[config.mk]
export PLATFORM = sky130hd
export DESIGN_NAME = fft32_mdc_ctrl
export DESIGN_NICKNAME = d
export VERILOG_FILES = /design/src/rtl/fft32_mdc_ctrl.sv
export SDC_FILE = /design/constraint.sdc
export NUM_CORES = 1
export LEC_CHECK = 0
export ABC_AREA = 1
export CAP_MARGIN = 20
export CORE_MARGIN = 8
export CORE_UTILIZATION = 54
export CTS_CLUSTER_DIAMETER = 80
export DETAILED_ROUTE_END_ITERATION = 8
export PLACE_DENSITY = 0.91
export SETUP_SLACK_MARGIN = 0.5
export SKIP_LAST_GASP = 1
export SLEW_MARGIN = 20
export SYNTH_ARGS = -nofsm -noshare
export SYNTH_HDL_FRONTEND = slang
export SYNTH_SLANG_ARGS = --single-unit
[constraint.sdc]
create_clock -name clk -period 2 [get_ports clk]
set_input_delay 0.4 -clock clk [delete_from_list [all_inputs] [get_ports clk]]
set_output_delay 0.4 -clock clk [all_outputs]
set_load 0.005 [all_outputs]
[src/rtl/fft32_mdc_ctrl.sv]
// Sequencing controller for the 32-point radix-2 MDC FFT: tracks accepted
// input pairs through a fixed-latency valid pipeline and derives per-stage
// commutator selects, twiddle indices and output framing.
module fft32_mdc_ctrl (
  input  logic       clk,
  input  logic       rst,
  input  logic       in_valid,
  output logic       in_first,
  output logic       sw1,
  output logic       sw2,
  output logic       sw3,
  output logic       sw4,
  output logic [3:0] tw32_idx,
  output logic [2:0] tw16_idx,
  output logic [1:0] tw8_idx,
  output logic       tw4_idx,
  output logic       out_valid,
  output logic       out_last,
  output logic       frame_err
);

  localparam int unsigned LAT = 20;
  localparam int unsigned O2  = 9;
  localparam int unsigned O3  = 14;
  localparam int unsigned O4  = 17;

  logic [3:0]     in_cnt;
  logic [3:0]     cnt_2;
  logic [3:0]     cnt_3;
  logic [3:0]     cnt_4;
  logic [3:0]     ocnt;
  logic [LAT:1]   vsr_q;
  logic [LAT:0]   vsr;
  logic           acc;

  // A started frame is always taken to completion, even if in_valid drops.
  assign acc = in_valid | (in_cnt != '0);
  assign vsr = {vsr_q, acc};

  always_ff @(posedge clk or posedge rst) begin
    if (rst) begin
      in_cnt    <= '0;
      cnt_2     <= '0;
      cnt_3     <= '0;
      cnt_4     <= '0;
      ocnt      <= '0;
      vsr_q     <= '0;
      frame_err <= 1'b0;
    end else begin
      vsr_q <= vsr[LAT-1:0];
      if (acc)       in_cnt <= in_cnt + 4'd1;
      if (vsr[O2])   cnt_2  <= cnt_2 + 4'd1;
      if (vsr[O3])   cnt_3  <= cnt_3 + 4'd1;
      if (vsr[O4])   cnt_4  <= cnt_4 + 4'd1;
      if (out_valid) ocnt   <= ocnt + 4'd1;
      if ((in_cnt != '0) && !in_valid) frame_err <= 1'b1;
    end
  end

  // Stage-1 counter is the input counter itself.
  assign in_first  = acc & (in_cnt == '0);
  assign sw1       = in_cnt[3];
  assign sw2       = cnt_2[2];
  assign sw3       = cnt_3[1];
  assign sw4       = cnt_4[0];
  assign tw32_idx  = in_cnt;
  assign tw16_idx  = cnt_2[2:0];
  assign tw8_idx   = cnt_3[1:0];
  assign tw4_idx   = cnt_4[0];
  assign out_valid = vsr[LAT];
  assign out_last  = out_valid & (ocnt == 4'd15);

endmodule
==> summary.md, run 1 <==
| Metric | Value |
|---|---|
| Period utilization | 0.801 |
| CP max FO | 2 |
| Max clock buf depth | 2 |
| Setup crit start kind | flop |
| Final weighted congestion in routability-driven placement | 0.672 |
| ANT nets after route | 0 |
| Cell area after layout | 0.00164 mm² |
| Largest net degree at the start of global routing | 36 |
| Post-synth top area cell | dfrtp_1 |
| Multiplexer share of the synthesized area | 0 |
| Setup Skew | 0.00729 ns |
| Pre-CTS setup slack | 0.111 ns |
| Synth Instances | 94 |
| Clock transition at path regs | 0.09 ns |
| Yosys top cell area share | 0.712 |
| Net Count, Synth | 101 |
| Yosys cell types | 16 |
| Leakage Power | 0.781 nW |
| CTS tree | built |
| Max Clk Rate | a little over 600 MHz |
| Combinational family with the most area after synthesis | simple AND/OR/NAND/NOR gates |
| Share of synthesized flip-flops with an asynchronous set or reset | 1.00 |
| Hold/Removal Path Class | flop to flop |
| Final setup vio count | 0 |
| Crit path required time | 1.60 ns |
| Max Slew Vio Count | 0 |
| Number of H-tree levels | 2 |
| Synth warnings | 0 |
| Port bufs | 20 |
| DR iter-0 viols | 11 |
| Initial Util | 0.561 |
| Worst skew pair latency | roughly 0.33 ns |
| Final wirelength | around 2.3 mm |
| Inserted Clock Buffers | 5 |
| Layout Area Growth over Synthesis | 33.6% |
| # Max-Cap Violations | 0 |
| Kind of critical path | flop to output port |
| Site Rows | 17 |
| Die height | 63.7 µm |
| Post-synthesis simple-gate area fraction | 0.117 |
| XOR/XNOR share of the synthesized area | 0.0570 |
| Setup crit end kind | output port |
| Drc violations | 0 |
| Layout cells sized above 1 | 0.324 |
| GRT Residual Overflow | 0 |
| Syn avg cell area | 13.1 µm² |
| GRT Util Overall | 0.124 |
| Root buf cell | clkbuf_4 |
| Die area | 0.00406 mm² |
| Post-synthesis adder-cell area fraction | 0.0407 |
| Antenna Cells | 0 |
| WL/cell | 13.4 µm |
| Fin Setup TNS | 0 ns |
| Worst IR Drop VDD | ~0.96 mV |
| Antenna violations before repair | 0 |
| DR vias | between 700 and 800 |
| Relative slew margins | 0.728 |
| Outcome | complete, no violations |
| Slew at the pin with the worst max-slew slack | 0.408 ns |
| Synth Flop Type | dfrtp_1 |
| Post-synth EDFFs | 0 |
| Total power draw | 0.00245 W |
| Detailed Place HPWL | 1.46 mm |
| Crit path DAT | about 1.2 ns |
| Vias in the first global route | between 800 and 900 |
| Core area | 0.00219 mm² |
| Hold Vio Cnt, Final | 0 |
| Vias per cell | 4.65 |
| Compound-Gate Fraction of Synth Area | 0.0122 |
| Placed cell area | 0.00145 mm² |
| Final net count | 148 |
| Sequential area share after synthesis | 0.712 |
| RSZ-0062 raised after global routing | yes |
| First-pass GRT wire length | 3.88 mm |
| Cell Area, Synth | 0.00123 mm² |
| Area contributors post-synth | dfrtp_1 71%, nand2_1 5.2%, xor2_1 4.3%, ha_1 4.1%, inv_1 3.7% |
| Sink Count | 35 |
| Yosys reg bits | 35 |
| Hold_buf cts | 0 |
| Die Wd | 63.7 µm |
| IO Pins | 21 |
| Crit path time final | 1.60 ns |
| Final worst slack | 0.397 ns |
| Pwr dens | 1490 mW/mm² |
| Drt pass-1 iters | 2 |
## critical path: stages (launching register included)
cell,delay [ns]
dfrtp_1,0.37
ha_2,0.18
nand2_2,0.06
nor3b_2,0.14
buf_2,0.13
## Yosys cell counts (2+ instances only)
| cell | count |
|---|---|
| nand2_1 | 17 |
| xnor2_1 | 2 |
| nand4_1 | 2 |
| buf_4 | 4 |
| dfrtp_1 | 35 |
| nor2_1 | 4 |
| ha_1 | 4 |
| xor2_1 | 6 |
| inv_1 | 12 |
| o21ai_0 | 2 |
## kinds of logic after synthesis
family	Yosys count
compound gates	3
xor+xnor	8
fa+ha+maj	4
buf+inv	16
flops	35
simple gates	28
## layout make-up
class / count / area (µm²)
fillers: 164 / 548
clock inverters: 1 / 5.00
multi-input cells: 43 / 294
repair buffers: 44 / 339
inverters: 12 / 45.0
well taps: 28 / 35.0
clock buffers: 7 / 45.0
flip-flops and latches: 35 / 880
## cell usage in the layout (no fill, tap or decap), types with 2 or more instances in the layout
cell             synthesis  layout
dfrtp_1                 35      32
dlygate4sd2_1            0      13
buf_2                    0       3
nand2_1                 17      17
dfrtp_2                  0       3
inv_1                   12      10
buf_4                    4      24
xor2_1                   6       6
clkbuf_4                 0       5
clkbuf_2                 0       2
nor2_1                   4       4
clkdlybuf4s50_1          0       2
clkbuf_1                 0       2
inv_2                    0       2
nand4_1                  2       2
xnor2_1                  2       2
ha_1                     4       2
o21ai_0                  2       2
## per-stage QoR
step,std cells,util,hold slack [ns]
after floorplan,94,-,0.331
after global placement,140,0.662,0.335
after detailed placement,140,0.662,0.335
after CTS,169,0.750,0.353
after global routing,170,0.750,0.369
final,170,0.750,0.355
## where the power goes
group          leakage, nW  internal, W  total, W  switching, W
clock               0.0293     0.000137  0.000347      0.000210
combinational        0.402     0.000582   0.00106      0.000481
sequential           0.349     0.000920   0.00104      0.000125
total                0.781      0.00164   0.00245      0.000816
## path summary, 6_finish.rpt
path | slack, ns | cells past startpoint | start | end
setup reg to reg | 0.86 | 7 | tw32_idx[0]$_DFFE_PP0P_ | tw32_idx[2]$_DFFE_PP0P_
hold / removal | 0.35 | 0 | vsr_q[18]$_DFF_PP0_ | vsr_q[19]$_DFF_PP0_
setup / recovery | 0.40 | 4 | ocnt[0]$_DFFE_PP0P_ | out_last
min in group asynchronous | 0.45 | 3 | rst | vsr_q[12]$_DFF_PP0_
hold reg to reg | 0.35 | 0 | vsr_q[18]$_DFF_PP0_ | vsr_q[19]$_DFF_PP0_
max in group asynchronous | 1.23 | 3 | rst | tw32_idx[3]$_DFFE_PP0P_
## what timing repair did
item                                    CTS  global route
setup buffers                            21             1
endpoints found under the setup margin   18             4
resized for setup                        36             3
pin swaps                                 4             0
## flip-flops by register name (all words and copies together) (netlist names)
signal     count
cnt_2          3
ocnt           4
cnt_3          2
vsr_q         20
frame_err      1
cnt_4          1
tw32_idx       4
## per-layer routing
metal	track usage	routed length (µm)
met2	0.221	1240
met5	0	0
met4	0.0334	23
met3	0.0742	169
met1	0.117	836
(Power assumes the default switching activity.)
==> run 2: changes to the inputs <==
CORE_UTILIZATION = 50   (was 54)
PLACE_DENSITY = 0.86   (was 0.91)
clock period = 1.5 ns   (was 2 ns; I/O delays follow)
==> summary.md, run 2 (synthesis gave the netlist of run 1 again) <==
| Metric | Value |
|---|---|
| Layout cells sized above 1 | 0.546 |
| GRT Residual Overflow | 0 |
| Root buf cell | clkbuf_4 |
| Number of H-tree levels | 2 |
| Most frequent cells in the layout | 35 x dfrtp_1, 31 x buf_6, 19 x buf_4 |
| Worst IR Drop VDD | 1.58 mV |
| Outcome | finished, violations left |
| Max clock buf depth | 2 |
| Final setup vio count | 4 |
| Kind of critical path | flop to output port |
| CTS tree | built |
| CP max FO | 2 |
| GRT Util Overall | 0.127 |
| Final wirelength | 2.98 mm |
| Clock transition at path regs | about 0.1 ns |
| Largest net degree at the start of global routing | 20 |
| Antenna Cells | 0 |
| Hold Vio Cnt, Final | 0 |
| Crit path time final | about 1.6 ns |
| Max FFs per register | 20 |
| DR iter-0 viols | 13 |
| Core area | 0.00241 mm² |
| Final worst slack | -0.0506 ns |
| Worst skew pair latency | 0.34 ns |
| Failing checks | setup timing |
| Vias in the first global route | 942 |
| Drt pass-1 iters | 3 |
| Drc violations | 0 |
| WL/cell | 15.4 µm |
| Final weighted congestion in routability-driven placement | 0.696 |
| Setup Skew | 0.00997 ns |
| Max Slew Vio Count | 0 |
| Relative slew margins | 0.844 |
| Detailed Place HPWL | between 1 and 1.5 mm |
| Crit path required time | 1.20 ns |
| Sink Count | 35 |
| Leakage Power | 0.920 nW |
| IO Pins | 21 |
| Die Wd | 65.6 µm |
| Max Clk Rate | ~640 MHz |
| Period utilization | 1.03 |
| Initial Util | 0.510 |
| Site Rows | 18 |
| Vias per cell | 4.55 |
| Antenna violations before repair | 0 |
| Fin Setup TNS | -0.114 ns |
| Inserted Clock Buffers | 5 |
| First-pass GRT wire length | 4.13 mm |
| Slew at the pin with the worst max-slew slack | 0.234 ns |
| Setup crit end kind | output port |
| Layout Area Growth over Synthesis | 58.2% |
| Port bufs | 20 |
| Biggest register | vsr_q |
| RSZ-0062 raised after global routing | yes |
| Most common cell after layout, fill and taps aside | dfrtp_1 |
| # Max-Cap Violations | 0 |
| Pwr dens | 2200 mW/mm² |
| Setup crit start kind | flop |
| DR vias | slightly below 900 |
| Die area | 0.00430 mm² |
| Hold/Removal Path Class | primary input to asynchronous set/reset pin |
| Final Util | 0.807 |
| Final net count | 169 |
| ANT nets after route | 0 |
| Crit path DAT | approximately 1.3 ns |
| Die height | 65.6 µm |
-- run 2: cell count changes in the layout (fill, tap and decap cells not counted), sizes merged --
cell,before,now
dlygate4sd2,13,0
inv,12,11
clkinvlp,0,1
buf,27,61
-- run 2: cell type report --
cell class	count	area, µm²
sequential	35	876
clock inverter	1	5.00
tap	30	37.5
multi-input combinational	43	357
fill	141	464
timing repair buffer	65	577
clock buffer	7	45.0
inverter	12	48.8
-- run 2: path summary, 6_finish.rpt --
path,from,end,slack [ns],cells after the start
max,ocnt[0]$_DFFE_PP0P_,out_last,-0.05,4
min,rst,cnt_4[0]$_DFFE_PP0P_,0.35,3
max reg2reg,tw32_idx[0]$_DFFE_PP0P_,tw32_idx[2]$_DFFE_PP0P_,0.11,9
min reg2reg,vsr_q[11]$_DFF_PP0_,vsr_q[12]$_DFF_PP0_,0.36,0
max in group asynchronous,rst,vsr_q[6]$_DFF_PP0_,0.94,3
min in group clk,vsr_q[11]$_DFF_PP0_,vsr_q[12]$_DFF_PP0_,0.36,0
-- run 2: worst max-delay path: stages (launching register included) --
cell     delay [ns]
dfrtp_1        0.39
ha_2           0.19
nand2_2        0.06
nor3b_2        0.15
buf_2          0.13
-- run 2: where the power goes --
group,switching [W],total (W),internal (W)
combinational,0.000931,0.00240,0.00147
sequential,0.000174,0.00139,0.00122
clock,0.000292,0.000474,0.000182
-- run 2: repair_timing --
item / 4_1_cts / 5_1_grt
setup endpoints to repair: 22 / 30
gates resized for setup: 84 / 33
hold buffers: 0 / 0
pin swaps: 1 / 9
cloned: 0 / 0
setup buffers: 24 / 8
-- run 2: stage by stage --
step / total power [W] / hold slack, ns / cells / cell area, µm² / worst slack (ns)
2_1_floorplan: 0.00207 / 0.247 / 94 / 1250 / 0.384
3_3_place_gp: 0.00268 / 0.336 / 153 / 1550 / -0.189
3_5_place_dp: 0.00276 / 0.336 / 153 / 1550 / -0.190
4_1_cts: 0.00367 / 0.344 / 185 / 1770 / -0.0380
5_1_grt: 0.00458 / 0.343 / 193 / 1950 / -0.128
6_report: 0.00427 / 0.347 / 193 / 1950 / -0.0506
-- run 2: metal layers --
metal	vias up	global-route usage	part of all wire	wire, µm
met2	25	0.213	0.56	1660
met1	426	0.125	0.35	1040
met5	-	0	0	0
li1	418	-	-	-
met4	0	0.0654	0.034	102
met3	10	0.0680	0.060	180
